`src/rtl/garage_door_pkg.sv`:
```
// Shared types and constants for the garage door supervisor.
// State encoding, direction values and requester indices.
package garage_door_pkg;

    typedef enum logic [2:0] {
        StIdle  = 3'd0,
        StDwell = 3'd1,
        StMvUp  = 3'd2,
        StMvDn  = 3'd3,
        StFault = 3'd4
    } state_e;

    localparam logic DIR_UP = 1'b1;
    localparam logic DIR_DN = 1'b0;

    localparam int unsigned REQ_BTN = 0;
    localparam int unsigned REQ_RMT = 1;

endpackage

```
`src/rtl/garage_door_supervisor_if.sv`:
```
// Door I/O bundle between the door hardware side (master) and the supervisor (slave).
interface garage_door_supervisor_if;

    logic       btn_req;
    logic       rmt_req;
    logic       up_max;
    logic       dn_max;
    logic       obstruct;
    logic       fault_clr;
    logic       up_motor;
    logic       dn_motor;
    logic       busy;
    logic       fault;
    logic       last_dir;
    logic [1:0] grant;

    modport master (
        output btn_req, rmt_req, up_max, dn_max, obstruct, fault_clr,
        input  up_motor, dn_motor, busy, fault, last_dir, grant
    );

    modport slave (
        input  btn_req, rmt_req, up_max, dn_max, obstruct, fault_clr,
        output up_motor, dn_motor, busy, fault, last_dir, grant
    );

endinterface

```
`src/rtl/garage_req_arb.sv`:
```
// Rising-edge detection of the two requesters with fixed btn > rmt priority.
// History resets high so a request held through reset is not an activation.
module garage_req_arb
    import garage_door_pkg::*;
(
    input  logic       clk,
    input  logic       rst_n,
    input  logic       i_btn_req,
    input  logic       i_rmt_req,
    output logic       o_act,
    output logic [1:0] o_grant_cand
);

    logic r_btn_prev;
    logic r_rmt_prev;
    logic w_btn_rise;
    logic w_rmt_rise;

    always_ff @(posedge clk or negedge rst_n) begin
        if (!rst_n) begin
            r_btn_prev <= 1'b1;
            r_rmt_prev <= 1'b1;
        end else begin
            r_btn_prev <= i_btn_req;
            r_rmt_prev <= i_rmt_req;
        end
    end

    assign w_btn_rise = i_btn_req & ~r_btn_prev;
    assign w_rmt_rise = i_rmt_req & ~r_rmt_prev;
    assign o_act      = w_btn_rise | w_rmt_rise;

    // A simultaneous rmt edge is dropped, not deferred.
    always_comb begin
        o_grant_cand          = 2'b00;
        o_grant_cand[REQ_BTN] = w_btn_rise;
        o_grant_cand[REQ_RMT] = w_rmt_rise & ~w_btn_rise;
    end

endmodule

```
`src/rtl/garage_door_supervisor.sv`:
```
// Garage door motor sequencer: dead-time before every start, stop/resume,
// auto-reverse on obstruction while closing, and latched travel/limit faults.
module garage_door_supervisor
    import garage_door_pkg::*;
#(
    parameter int unsigned DEADTIME_CYC   = 4,
    parameter int unsigned TRAVEL_MAX_CYC = 1000,
    parameter int unsigned CNT_W          = 10
) (
    input  logic                           clk,
    input  logic                           rst_n,
    garage_door_supervisor_if.slave        io_door
);

    localparam logic [CNT_W-1:0] DwellLast  = CNT_W'(DEADTIME_CYC - 1);
    localparam logic [CNT_W-1:0] TravelLast = CNT_W'(TRAVEL_MAX_CYC - 1);

    logic             w_act;
    logic [1:0]       w_grant_cand;
    logic             w_accept;

    state_e           r_state;
    state_e           w_state_nxt;
    logic [CNT_W-1:0] r_cnt;
    logic [CNT_W-1:0] w_cnt_nxt;
    logic             r_pending_dir;
    logic             w_pending_nxt;
    logic             r_last_dir;
    logic             w_last_nxt;

    logic             r_up_motor;
    logic             r_dn_motor;
    logic             r_busy;
    logic             r_fault;
    logic [1:0]       r_grant;

    garage_req_arb u_req_arb (
        .clk          (clk),
        .rst_n        (rst_n),
        .i_btn_req    (io_door.btn_req),
        .i_rmt_req    (io_door.rmt_req),
        .o_act        (w_act),
        .o_grant_cand (w_grant_cand)
    );

    always_comb begin
        w_state_nxt   = r_state;
        w_cnt_nxt     = r_cnt + CNT_W'(1);
        w_pending_nxt = r_pending_dir;
        w_last_nxt    = r_last_dir;
        w_accept      = 1'b0;
        case (r_state)
            StIdle: begin
                w_cnt_nxt = '0;
                w_accept  = w_act;
                if (w_act) begin
                    if (io_door.up_max && io_door.dn_max) begin
                        w_state_nxt = StFault;
                    end else begin
                        w_state_nxt = StDwell;
                        if (io_door.dn_max)      w_pending_nxt = DIR_UP;
                        else if (io_door.up_max) w_pending_nxt = DIR_DN;
                        else                     w_pending_nxt = ~r_last_dir;
                    end
                end
            end
            StDwell: begin
                w_accept = w_act;
                if (w_act) begin
                    w_state_nxt = StIdle;
                end else if (r_cnt == DwellLast) begin
                    // Never start closing into a broken beam.
                    if (r_pending_dir == DIR_DN && io_door.obstruct) begin
                        w_state_nxt = StIdle;
                    end else begin
                        w_state_nxt = (r_pending_dir == DIR_UP) ? StMvUp : StMvDn;
                        w_last_nxt  = r_pending_dir;
                    end
                end
            end
            StMvUp: begin
                w_accept = w_act;
                if (io_door.up_max)          w_state_nxt = StIdle;
                else if (w_act)              w_state_nxt = StIdle;
                else if (r_cnt == TravelLast) w_state_nxt = StFault;
            end
            StMvDn: begin
                w_accept = w_act;
                if (io_door.dn_max) begin
                    w_state_nxt = StIdle;
                end else if (io_door.obstruct) begin
                    w_state_nxt   = StDwell;
                    w_pending_nxt = DIR_UP;
                end else if (w_act) begin
                    w_state_nxt = StIdle;
                end else if (r_cnt == TravelLast) begin
                    w_state_nxt = StFault;
                end
            end
            StFault: begin
                w_cnt_nxt = '0;
                if (io_door.fault_clr) w_state_nxt = StIdle;
            end
            default: begin
                w_state_nxt = StIdle;
            end
        endcase
        if (w_state_nxt != r_state) w_cnt_nxt = '0;
    end

    // Outputs are registered alongside the state so they track it exactly.
    always_ff @(posedge clk or negedge rst_n) begin
        if (!rst_n) begin
            r_state       <= StIdle;
            r_cnt         <= '0;
            r_pending_dir <= DIR_DN;
            r_last_dir    <= DIR_DN;
            r_up_motor    <= 1'b0;
            r_dn_motor    <= 1'b0;
            r_busy        <= 1'b0;
            r_fault       <= 1'b0;
            r_grant       <= 2'b00;
        end else begin
            r_state       <= w_state_nxt;
            r_cnt         <= w_cnt_nxt;
            r_pending_dir <= w_pending_nxt;
            r_last_dir    <= w_last_nxt;
            r_up_motor    <= (w_state_nxt == StMvUp);
            r_dn_motor    <= (w_state_nxt == StMvDn);
            r_busy        <= (w_state_nxt != StIdle) && (w_state_nxt != StFault);
            r_fault       <= (w_state_nxt == StFault);
            r_grant       <= w_accept ? w_grant_cand : 2'b00;
        end
    end

    assign io_door.up_motor = r_up_motor;
    assign io_door.dn_motor = r_dn_motor;
    assign io_door.busy     = r_busy;
    assign io_door.fault    = r_fault;
    assign io_door.last_dir = r_last_dir;
    assign io_door.grant    = r_grant;

endmodule
```
`src/flat_wrapper.sv`:
```
// flat-port wrapper written by rule: the top's interface ports become plain ports
module garage_door_supervisor_flat import garage_door_pkg::*;
#(
    parameter int unsigned DEADTIME_CYC   = 4,
    parameter int unsigned TRAVEL_MAX_CYC = 1000,
    parameter int unsigned CNT_W          = 10
)
  (clk, rst_n, io_door_btn_req, io_door_rmt_req, io_door_up_max, io_door_dn_max, io_door_obstruct, io_door_fault_clr, io_door_up_motor, io_door_dn_motor, io_door_busy, io_door_fault, io_door_last_dir, io_door_grant);
  garage_door_supervisor_if io_door_i ();
  input  logic clk;
  input  logic rst_n;
  input wire logic [$bits(io_door_i.btn_req)-1:0] io_door_btn_req;
  input wire logic [$bits(io_door_i.rmt_req)-1:0] io_door_rmt_req;
  input wire logic [$bits(io_door_i.up_max)-1:0] io_door_up_max;
  input wire logic [$bits(io_door_i.dn_max)-1:0] io_door_dn_max;
  input wire logic [$bits(io_door_i.obstruct)-1:0] io_door_obstruct;
  input wire logic [$bits(io_door_i.fault_clr)-1:0] io_door_fault_clr;
  output wire logic [$bits(io_door_i.up_motor)-1:0] io_door_up_motor;
  output wire logic [$bits(io_door_i.dn_motor)-1:0] io_door_dn_motor;
  output wire logic [$bits(io_door_i.busy)-1:0] io_door_busy;
  output wire logic [$bits(io_door_i.fault)-1:0] io_door_fault;
  output wire logic [$bits(io_door_i.last_dir)-1:0] io_door_last_dir;
  output wire logic [$bits(io_door_i.grant)-1:0] io_door_grant;
  assign io_door_i.btn_req = io_door_btn_req;
  assign io_door_i.rmt_req = io_door_rmt_req;
  assign io_door_i.up_max = io_door_up_max;
  assign io_door_i.dn_max = io_door_dn_max;
  assign io_door_i.obstruct = io_door_obstruct;
  assign io_door_i.fault_clr = io_door_fault_clr;
  assign io_door_up_motor = io_door_i.up_motor;
  assign io_door_dn_motor = io_door_i.dn_motor;
  assign io_door_busy = io_door_i.busy;
  assign io_door_fault = io_door_i.fault;
  assign io_door_last_dir = io_door_i.last_dir;
  assign io_door_grant = io_door_i.grant;
  garage_door_supervisor #(.DEADTIME_CYC(DEADTIME_CYC), .TRAVEL_MAX_CYC(TRAVEL_MAX_CYC), .CNT_W(CNT_W)) u_core (.clk(clk), .rst_n(rst_n), .io_door(io_door_i));
endmodule
```
`config.mk`:
```
export PLATFORM = sky130hd
export DESIGN_NAME = garage_door_supervisor_flat
export DESIGN_NICKNAME = d
export VERILOG_FILES = /design/src/rtl/garage_door_pkg.sv /design/src/rtl/garage_door_supervisor_if.sv /design/src/rtl/garage_req_arb.sv /design/src/rtl/garage_door_supervisor.sv /design/src/flat_wrapper.sv
export SDC_FILE = /design/constraint.sdc
export NUM_CORES = 1
export LEC_CHECK = 0
export ABC_CLOCK_PERIOD_IN_PS = 1900
export BUFFER_PORTS_ARGS = -buffer_cell sky130_fd_sc_hd__buf_2
export CORE_ASPECT_RATIO = 1.4
export CORE_MARGIN = 4
export CORE_UTILIZATION = 50
export DETAILED_ROUTE_END_ITERATION = 10
export PLACE_DENSITY = 0.73
export SYNTH_ARGS = -nofsm -noshare
export SYNTH_HDL_FRONTEND = slang
export SYNTH_SLANG_ARGS = --single-unit
```
`constraint.sdc`:
```
create_clock -name clk -period 1.9 [get_ports clk]
set_input_delay 0.095 -clock clk [delete_from_list [all_inputs] [get_ports clk]]
set_output_delay 0.095 -clock clk [all_outputs]
set_load 0.05 [all_outputs]
```
# ---- Yosys cells after proc, flatten, opt, wreduce, memory -nomap -nowiden
# Index checks and enable logic that the tools add are counted.
dict set report op_classes {
  bitwise 11
  n_reduce_logical 10
  eq_ne 15
  addsub 1
  muxes 24
}
# op n
set op_table {}
lappend op_table {{$mux W3} 11}
lappend op_table {{$mux W10} 2}
lappend op_table {{$pmux W3 S5} 1}
lappend op_table {{$eq A3 B2 Y1 const B} 4}
lappend op_table {{$add A10 B1 Y10 const B} 1}
lappend op_table {{$eq A10 B10 Y1 const B} 1}
lappend op_table {{$eq A10 B2 Y1 const B} 1}
lappend op_table {{$mux W1} 8}
lappend op_table {{$ne A2 B2 Y1 const B} 4}
lappend op_table {{$not A1 Y1} 7}
lappend op_table {{$eq A3 B3 Y1 const B} 2}
lappend op_table {{$reduce_and A5 Y1} 1}
lappend op_table {{$reduce_and A4 Y1} 1}
lappend op_table {{$reduce_or A4 Y1} 1}
lappend op_table {{$and A1 B1 Y1} 3}
lappend op_table {{$eq A3 B1 Y1 const B} 1}
lappend op_table {{$logic_and A1 B1 Y1} 3}
lappend op_table {{$logic_not A3 Y1} 1}
lappend op_table {{$ne A3 B3 Y1} 1}
lappend op_table {{$ne A3 B3 Y1 const B} 1}
lappend op_table {{$reduce_bool A3 Y1} 1}
lappend op_table {{$mux W2} 1}
lappend op_table {{$pmux W1 S2} 1}
lappend op_table {{$reduce_bool A2 Y1} 1}
lappend op_table {{other kinds (2)} 2}
dict set report word_totals {
  regBits 23
  out_inout_bits 7
  word_cells 72
}

# ---- Logic depth before layout (Yosys ltp)
dict set report depth {
  ltp_word 9
  ltp_mapped 7
  mapped_depth_nobuf 7
}

# ---- By module
# A second synthesis with hierarchy kept.
dict set report hier_totals {
  hier_cells 108
  area_unflattened_um2 1101.1
}
# mod seq_area_each_um2 area_each_um2 instances cells_per_inst
set by_module_without_submodules {}
lappend by_module_without_submodules {garage_door_supervisor 525.5 1016.0 1 101}
lappend by_module_without_submodules {garage_req_arb 52.6 85.1 1 7}

# ---- Least setup slack after synthesis
# OpenSTA, ideal clock, no wires.
dict set report synth_timing {
  path_type {register to register}
  startpoint {register u_core.r_cnt[0]}
  endpoint {register u_core.r_cnt[3]}
  n_path_buf 0
  stages_incl_launch_ff 7
  slack_ns -0.094
  t_arrival_ns 1.852
  path_cell_list {dfrtp_1 -> ha_1 -> or3b_4 -> nor3b_2 -> o21bai_1 -> a221oi_4 -> nor4b_1}
}
dict set report synth_via {
  elab_chain_len 8
  elab_cells_between_ends 14
  classes_between {add/sub (1); eq/ne (3); mux (10)}
}
# element line_no
set synth_lines {}
lappend synth_lines {{start, declared} garage_door_supervisor.sv:24} ;# logic [CNT_W-1:0] r_cnt;
lappend synth_lines {{start signal, assigned} garage_door_supervisor.sv:125} ;# r_cnt <= w_cnt_nxt;
lappend synth_lines {{$eq A10 B10 Y1} {garage_door_supervisor.sv:85, garage_door_supervisor.sv:96}}
lappend synth_lines {{$mux W3} {garage_door_supervisor.sv:85, garage_door_supervisor.sv:96}}
lappend synth_lines {{$mux W3} garage_door_supervisor.sv:84} ;# else if (w_act) w_state_nxt = StIdle;
lappend synth_lines {{$mux W3} garage_door_supervisor.sv:91} ;# end else if (io_door.obstruct) begin
lappend synth_lines {{$mux W3} garage_door_supervisor.sv:89} ;# if (io_door.dn_max) begin
lappend synth_lines {{$pmux W3 S5} garage_door_supervisor.sv:52} ;# case (r_state)
lappend synth_lines {{$ne A3 B3 Y1} garage_door_supervisor.sv:108} ;# if (w_state_nxt != r_state) w_cnt_nxt = '0;
lappend synth_lines {{$mux W10 *} garage_door_supervisor.sv:108}
lappend synth_lines {{named net u_core.w_cnt_nxt[3]} garage_door_supervisor.sv:25} ;# logic [CNT_W-1:0] w_cnt_nxt;
# Mark *: on every way through the listed nets, which the timed path passes. The rest lies on a longest branch.
# A chain may end at the register's enable or synchronous reset.

# ---- Worst setup path after layout
dict set report layout_timing {
  startpoint {register u_core.r_cnt[7]}
  endpoint {register u_core.r_cnt[3]}
}
dict set report layout_via {
  elab_chain_len 8
  elab_cells_between_ends 12
  classes_between {eq/ne (3); mux (9)}
}
# element line_no
set layout_lines {}
lappend layout_lines {{$eq A10 B10 Y1} {garage_door_supervisor.sv:85, garage_door_supervisor.sv:96}}
lappend layout_lines {{$mux W3} {garage_door_supervisor.sv:85, garage_door_supervisor.sv:96}}
lappend layout_lines {{$mux W3} garage_door_supervisor.sv:84}
lappend layout_lines {{$mux W3} garage_door_supervisor.sv:91}
lappend layout_lines {{$mux W3} garage_door_supervisor.sv:89}
lappend layout_lines {{$pmux W3 S5 *} garage_door_supervisor.sv:52}
lappend layout_lines {{$ne A3 B3 Y1 *} garage_door_supervisor.sv:108}
lappend layout_lines {{$mux W10 *} garage_door_supervisor.sv:108}
lappend layout_lines {{named net u_core.w_cnt_nxt[3]} garage_door_supervisor.sv:25}
# Marks and branches as above.

==> metrics.md <==
| Metric | Value |
|---|---|
| Status | finished with violations |
| Failing checks | negative setup slack |
| Pwr Density | 692 nW/um^2 |
| Fin worst setup slack | -0.0549 ns |
| Worst vdd ir | 0.693 mV |
| Synthesized area | 1210 um^2 |
| Syn nets | 124 |
| WL final | 2.71 mm |
| Mapped Cells | 115 |
| Fmax achieved | 512 MHz |
| WP buf/inv | 1 |
| Max stage delay on crit path | 0.55 ns |
| CTS tree | done |
| CP top delay family | simple AND/OR/NAND/NOR gates |
| Dpl hpwl | 2.07 mm |
| Initial antenna violation count | 0 |
| Register bit total from synthesis | 23 |
| Synth Warn # | 0 |
| Sequential share of the synthesized area | 47.7% |
| Slew of the pin with the lowest slew margin | 0.499 ns |
| LEAKAGE | 0.000752 uW |
| GP Congestion | 0.910 |
| Reg clk slew, reported paths | 0.13 ns |
| Fillers | 175 |
| Initial DRT Pass Iterations | 4 |
| Max H-tree Level | 1 |
| Avg Inst Size Synth | 10.5 um^2 |
| Post-Layout Cell Count | 176 |
| Clock latency on the worst-skew pair | 0.32 ns |
| DRC Markers | 0 |
| Grt total ovfl | 0 |
| IO Count | 15 |
| Wire per inst | 15.4 um |
| RSZ-0062 raised after global routing | yes |
| Port Buf Inserts | 14 |
| Post-Place Cells | 168 |
| Min-delay worst type | in -> reg |
| First-pass GRT wire length | 4.66 mm |
| Number of max-cap violations | 0 |
| Total global-route track usage | 18.6% |
| CTS Buf Count | 3 |
| Final hold vios | 0 |
| CP Launch Type | flop |
| Pin count of the biggest net entering global routing | 24 |
| Worst-path cell chain | or4_4, nor4_4, a211oi_2, a221oi_4, buf_12, nor4b_1 |
| Fraction of layout cells with a size suffix above 1 | 39.6% |
| Worst Path Class, Setup | reg -> reg |
| Area occupied by multi-input gates | 646 um^2 |
| Crit end category | flop |
| Core area | 2250 um^2 |
| Synth async-reset ratio | 100% |
| Diodes inserted | 0 |
| Distinct cells, synth | 39 |
| Final Max Tran Viols | 0 |
| Required time of the critical path | 2.11 ns |
| Crit path time final | 1.95 ns |
| TNS Setup | -0.499 ns |
| Vias in the first global route | 1090 |
| Vias/cell | 5.76 |
| Reg area | 578 um^2 |
| Clock sink count | 23 |
| Critical Path AT | 2.17 ns |
| Max clock buf depth | 2 |
| Die Area | 3280 um^2 |
| Slew margin rel. | 66.7% |
| Final setup fails | 11 |
| Chip width | 49.6 um |
| Maximum clock skew at final layout | 0.00174 ns |
| Die H | 66.2 um |
| Clock Tree Root | clkbuf_4 |
| CP Max Fanout | 10 |
| Slowest cell on crit path | or4_4 |
| Layout area overhead | 29.3% |
| Initial Utilization | 53.8% |
| Rows | 20 |
| Number of synthesized flops with an enable pin | 0 |
| Largest register FFs | 10 |
| ANT nets after route | 0 |
| Synth Flop Type | dfrtp_1 |
| Drt initial violations | 27 |
| Final period util | 103% |
| Final net count | 164 |
| Via count | 1014 |
| Largest Register | u_core.r_cnt |
[metal layers]
layer  vias up  global-route usage (%)  share of wire, %
li1        496                       -                 -
met5         -                       0                 0
met1       490                    19.4                40
met3         7                    2.71               3.1
met2        21                    36.6                55
met4         0                    6.92               1.7
[report_power, final]
group          internal [uW]  switching [uW]  total, uW
registers                524            16.5        541
clock network           80.5             155        235
logic                    124             184        308
[Yosys cell counts (3+ instances only)]
library cell  number  area (um^2)
nor2_1            12         45.0
nand4_1            3         18.8
nor4b_1            7         61.3
xnor2_1            4         35.0
nand2_1            9         33.8
inv_1              6         22.5
nor3_1             4         20.0
dfrtp_1           21          526
nand3_1            6         30.0
xor2_1             4         35.0
[stage by stage]
| step | worst slack, ns | hold slack, ns | util [%] | instance area (um^2) | power (uW) |
|---|---|---|---|---|---|
| global placement | 0.000935 | 0.0802 | 64.7 | 1460 | 827 |
| global route | -0.140 | 0.0792 | 69.6 | 1570 | 1150 |
| detailed placement | -0.0894 | 0.0908 | 64.7 | 1460 | 833 |
| floorplan | -0.0264 | -0.201 | - | 1220 | 730 |
| CTS | -0.0916 | 0.0720 | 68.2 | 1540 | 1080 |
| finish | -0.0549 | 0.0716 | 69.6 | 1570 | 1080 |
[cells in the final DEF, fill, tap and decap left out, drive strengths merged, types with 3 or more instances in the layout]
master / instances
buf: 33
clkbuf: 3
dfrtp: 21
dlygate4sd3: 3
inv: 6
nand2: 9
nand3: 6
nand4: 3
nor2: 12
nor3: 5
nor4: 3
nor4b: 7
xnor2: 4
xor2: 4
[worst paths after layout]
path	start	endpoint	slack [ns]	cells after the start
min	io_door_btn_req	u_core.io_door.grant[1]$_DFF_PN0_	0.07	3
max	u_core.r_cnt[7]$_DFF_PN0_	u_core.r_cnt[3]$_DFF_PN0_	-0.05	6
max reg2reg	u_core.r_cnt[7]$_DFF_PN0_	u_core.r_cnt[3]$_DFF_PN0_	-0.05	6
max in group asynchronous	rst_n	u_core.u_req_arb.r_btn_prev$_DFF_PN1_	1.28	2
min in group asynchronous	rst_n	u_core.io_door.last_dir$_DFFE_PN0P_	0.25	2
min reg2reg	u_core.r_cnt[0]$_DFF_PN0_	u_core.r_cnt[0]$_DFF_PN0_	0.56	2
[logic make-up after synthesis]
group           Yosys count  share of synthesized area, %
xor+xnor                  8                          5.78
fa+ha+maj                 1                          1.03
simple gates             61                          31.9
buf+inv                   7                          2.48
mux                       1                         0.930
compound gates           14                          10.1
flops                    23                          47.7
[timing repair]
action | in CTS | in global routing
buffers inserted | 2 | 0
resized for setup | 3 | 10
endpoints found under the setup margin | 15 | 16
gates cloned | 0 | 0
hold buffers | 3 | 0
pin swaps | 2 | 2
endpoints found under the hold margin | 23 | 0
[area by class of cell]
| cell class | count | area share (%) |
|---|---|---|
| Multi-Input combinational cell | 85 | 41.2 |
| Sequential cell | 23 | 36.9 |
| Timing Repair Buffer | 36 | 16.8 |
| Tap cell | 22 | 1.76 |
| Clock buffer | 3 | 1.44 |
| Inverter | 6 | 1.44 |
| Clock inverter | 1 | 0.479 |
[worst reg2reg max path: stages (launching register included)]
cell,delay [ns]
dfrtp_1,0.40
or4_4,0.55
nor4_4,0.29
a211oi_2,0.16
a221oi_4,0.25
buf_12,0.16
nor4b_1,0.05
No activity file was read; power rests on OpenSTA's default activity.
